$ cat src/rtl/pattern_pkg.sv
// Shared types and parameter limits for the serial pattern detector.
package pattern_pkg;

  typedef enum logic [1:0] {
    EMPTY   = 2'd0,
    FILLING = 2'd1,
    ARMED   = 2'd2
  } state_t;

  localparam int unsigned N_MIN = 2;
  localparam int unsigned N_MAX = 16;

endpackage

$ cat src/rtl/sat_counter.sv
// Saturating up-counter with synchronous clear and increment.
module sat_counter #(
  parameter int unsigned W = 8
) (
  input  logic         clock,
  input  logic         reset,
  input  logic         clr,
  input  logic         inc,
  output logic [W-1:0] count
);

  localparam logic [W-1:0] CNT_MAX = '1;

  always_ff @(posedge clock) begin
    if (reset || clr) begin
      count <= '0;
    end else if (inc && (count != CNT_MAX)) begin
      count <= count + W'(1);
    end
  end

endmodule

$ cat src/rtl/pattern_detector.sv
// Serial N-bit pattern detector with run-time loadable pattern and overlap control.
// Define MATCH_COUNT_EN to add the saturating match_count output.
module pattern_detector
  import pattern_pkg::*;
#(
  parameter int unsigned   N       = 3,
  parameter logic [N-1:0]  PATTERN = N'(3'b011),
  parameter int unsigned   COUNT_W = 8
) (
  input  logic               clock,
  input  logic               reset,
  input  logic               In,
  input  logic               valid_in,
  input  logic               overlap,
  input  logic               pattern_ld,
  input  logic [N-1:0]       pattern_in,
  output logic               Out
`ifdef MATCH_COUNT_EN
  ,
  output logic [COUNT_W-1:0] match_count
`endif
);

  localparam int unsigned FILL_W = $clog2(N + 1);

  if ((N < N_MIN) || (N > N_MAX)) begin : g_bad_n
    $error("pattern_detector: N out of range");
  end
  if (COUNT_W == 0) begin : g_bad_count_w
    $error("pattern_detector: COUNT_W must be nonzero");
  end

  logic [N-1:0]      hist;
  logic [N-1:0]      hist_nx;
  logic [N-1:0]      pat;
  logic [FILL_W-1:0] fill;
  logic [FILL_W-1:0] fill_nx;
  logic              full_nx;
  logic              hit;
  state_t            state;

  // Window contents and match decision if the current bit is accepted.
  always_comb begin
    hist_nx = {hist[N-2:0], In};
    full_nx = (state == ARMED) || (fill == FILL_W'(N - 1));
    fill_nx = full_nx ? FILL_W'(N) : fill + FILL_W'(1);
    hit     = full_nx && (hist_nx == pat);
  end

  always_ff @(posedge clock) begin
    if (reset) begin
      hist  <= '0;
      fill  <= '0;
      pat   <= PATTERN;
      state <= EMPTY;
      Out   <= 1'b0;
    end else if (pattern_ld) begin
      hist  <= '0;
      fill  <= '0;
      pat   <= pattern_in;
      state <= EMPTY;
      Out   <= 1'b0;
    end else if (valid_in) begin
      hist <= hist_nx;
      Out  <= hit;
      // Non-overlapping mode restarts the window so the next match needs N fresh bits.
      if (hit && !overlap) begin
        fill  <= '0;
        state <= EMPTY;
      end else begin
        fill  <= fill_nx;
        state <= full_nx ? ARMED : FILLING;
      end
    end else begin
      Out <= 1'b0;
    end
  end

`ifdef MATCH_COUNT_EN
  sat_counter #(
    .W(COUNT_W)
  ) u_match_cnt (
    .clock(clock),
    .reset(reset),
    .clr  (1'b0),
    .inc  (valid_in && !pattern_ld && hit),
    .count(match_count)
  );
`endif

endmodule

$ cat config.mk
export PLATFORM = sky130hd
export DESIGN_NAME = pattern_detector
export DESIGN_NICKNAME = d
export VERILOG_FILES = /design/src/rtl/pattern_pkg.sv /design/src/rtl/sat_counter.sv /design/src/rtl/pattern_detector.sv
export SDC_FILE = /design/constraint.sdc
export NUM_CORES = 1
export LEC_CHECK = 0
export ABC_AREA = 1
export BUFFER_PORTS_ARGS = -buffer_cell sky130_fd_sc_hd__buf_4
export CAP_MARGIN = 20
export CORE_AREA = 2 2 39 41
export CTS_BUF_LIST = sky130_fd_sc_hd__clkbuf_8
export CTS_CLUSTER_DIAMETER = 120
export DETAILED_ROUTE_END_ITERATION = 16
export DIE_AREA = 0 0 41 43
export SLEW_MARGIN = 20
export SYNTH_ARGS = -nofsm -noshare
export SYNTH_HDL_FRONTEND = slang
export SYNTH_HIERARCHICAL = 1
export SYNTH_SLANG_ARGS = --single-unit
export TNS_END_PERCENT = 50
$ cat constraint.sdc
create_clock -name clock -period 1.5 [get_ports clock]
set_clock_uncertainty 0.05 [all_clocks]
set_input_delay 0.15 -clock clock [delete_from_list [all_inputs] [get_ports clock]]
set_output_delay 0.15 -clock clock [all_outputs]
set_load 0.005 [all_outputs]
==> results.md <==
- Final Hold Slack: between 0.06 and 0.07 ns
- Number of diodes: 0
- Period utilization: 0.8080
- Seq cells post-synth: 10
- Clock sink count: 10
- Post-DR vias/cell: 4.385
- LEAKAGE: 0.0002807 uW
- Layout Utilization: 0.4385
- Antenna violations before repair: 0
- Initial Utilization: 0.3354
- RSZ-0062 raised after global routing: false
- Sequential element share of the synthesized area: 0.4313
- Deepest clock path buffer count: 2
- Slew Viols, Final: 0
- Hold Path Class: in2reg
- CP max stage delay: 0.35 ns
- # H-tree levels: 1
- Placed instance area: 551.8 um^2
- Crit Path Class: reg2reg
- CP max FO: 4
- # IOs: 10
- Setup_tns: 0 ns
- TritonCTS clock tree: built
- Peak supply drop: 0.5572 mV
- CTS Buf Count: 3
- Worst setup SP type: flop
- Die width: about 41 um
- Root Buffer Master: clkbuf_8
- Remaining routing DRC violations: 0
- Clk Latency, worst-skew pair: 0.24 ns
- First-iteration detailed-routing DRC count: 8
- Rel. slew slack: 0.8862
- Mapped Cells: 62
- Final Hold Fails: 0
- Largest net degree at the start of global routing: 9
- Cell area after synthesis: 464.2 um^2
- Rows: 14
- Netlist cell types: 15
- Post-CTS setup repair buffer count: 0
- Post-DP HPWL: between 600 and 700 um
- Status: complete, no violations
- Syn avg cell area: 7.487 um^2
- Final setup fails: 0
- Global-route wire length before repair: 1248 um
- Share of cells above drive strength 1: 0.3200
- Delay-heaviest family, CP: flip-flops
- Min Tclk post-route: 1.212 ns
- CP max stage cell: dfxtp_1
- Yosys top cell area share: 0.4313
- Final WL: 832 um
- Die ar.: 0.001763 mm^2
- Final instance area: 606.8 um^2
- Final nets: 86
- Die H: 43 um
- Slew @ Worst Pin: 0.1704 ns
- Clock slew at reported path FFs: ~0.050 ns
- CP Data Required Time: 1.62 ns
- Critical Path AT: 1.33 ns
- CP Capture Type: flop
- Pwr Density: ~1100 mW/mm^2
- Critical-path cell list: inv_1 -> ha_1 -> a21oi_4 -> nor2_2 -> nand3_2 -> nand2_1 -> a21oi_1
- DR vias: roughly 400
- Area Growth Syn to Fin: 30.73%
- PortBufs: 9
- Peak Freq: 825.1 MHz
- Total track usage: 0.1116
- Max Cap Viol: 0
- Core area: 0.001384 mm^2
- FILL cells: roughly 140
- Top cells by area, synth: dfxtp_1 (43%), nand2_1 (12%), a21oi_1 (7.5%)
- Number of synthesis warnings: 6
- Global route total overflow: 0
- Vias in the first global route: 316
- CTS Hold Bufs: 0
- Yosys top cell by area: dfxtp_1
- Drt pass-1 iters: 4
- PostCTS Resize Cnt: 0
- Final Wtd Congestion: 0.6752
- Syn nets: a little over 70
- Wirelength per Cell: 9.143 um
- Worst Path Buf+Inv: 1
- Antenna-violating nets left: 0
## kinds of logic after synthesis
kind of cell    Yosys count  synth area share
fa+ha+maj                 1           0.02695
simple gates             24            0.2426
flops                    10            0.4313
compound gates           16            0.2103
buf+inv                  11           0.08895
## worst paths after layout
check / start / endpoint / slack (ns) / depth (start not counted)
max: fill[0] / fill[0] / 0.29 / 7
min: reset / pat[2] / 0.07 / 2
max reg2reg: fill[0] / fill[0] / 0.29 / 7
min reg2reg: hist[1] / hist[1] / 0.43 / 2
## report_power, final
group / switching (uW) / internal (uW) / total [uW]
clock: 107 / 231 / 337
sequential: 6.67 / 278 / 285
combinational: 39.8 / 32.6 / 72.4
## final cells by class
class                   count  area, um^2  area share
well taps                  16       20.02     0.03299
inverters                  11       41.29     0.06804
clock buffers               4       55.05     0.09072
flip-flops and latches     10       200.2      0.3299
multi-input cells          41       222.7      0.3670
repair buffers              9       67.56      0.1113
## sequential cells by signal, summed over array words and instances (netlist names)
register	count
fill	2
Out	1
state	2
hist	2
pat	3
## per-layer routing
layer | up-vias | part of all wire | track usage
met2 | 10 | 0.43 | 0.1250
met3 | 0 | 0.061 | 0.07853
met5 | - | 0 | 0
met1 | 166 | 0.51 | 0.1516
met4 | 0 | 0 | 0.06000
li1 | 223 | - | -
## through the flow
step	total power, uW	setup slack [ns]	instances
after global routing	728.6	0.1711	91
after floorplan	330.6	0.3908	62
after global placement	361.1	0.3187	87
after detailed placement	362.3	0.2951	87
after CTS	704.2	0.2831	91
final	694.3	0.2880	91
## cell usage in the layout, fill, tap and decap left out
cell type	Yosys	routed
nand3_2	1	1
a211oi_1	1	1
a21oi_4	1	1
dfxtp_1	10	10
inv_1	7	7
nand3_1	1	1
nor2_1	3	3
a21oi_1	7	7
nor2_2	3	3
nand2_1	15	15
o21ai_0	6	6
a21oi_2	1	1
buf_4	0	9
ha_1	1	1
clkbuf_8	0	4
inv_2	4	4
nor2_4	1	1
## synthesized netlist by cell type
| cell type | count |
|---|---|
| a21oi_2 | 1 |
| nor2_2 | 3 |
| ha_1 | 1 |
| o21ai_0 | 6 |
| nand3_2 | 1 |
| nand3_1 | 1 |
| a21oi_4 | 1 |
| a211oi_1 | 1 |
| inv_2 | 4 |
| dfxtp_1 | 10 |
| nor2_1 | 3 |
| nor2_4 | 1 |
| nand2_1 | 15 |
| inv_1 | 7 |
| a21oi_1 | 7 |
No activity file was read; power rests on OpenSTA's default activity.
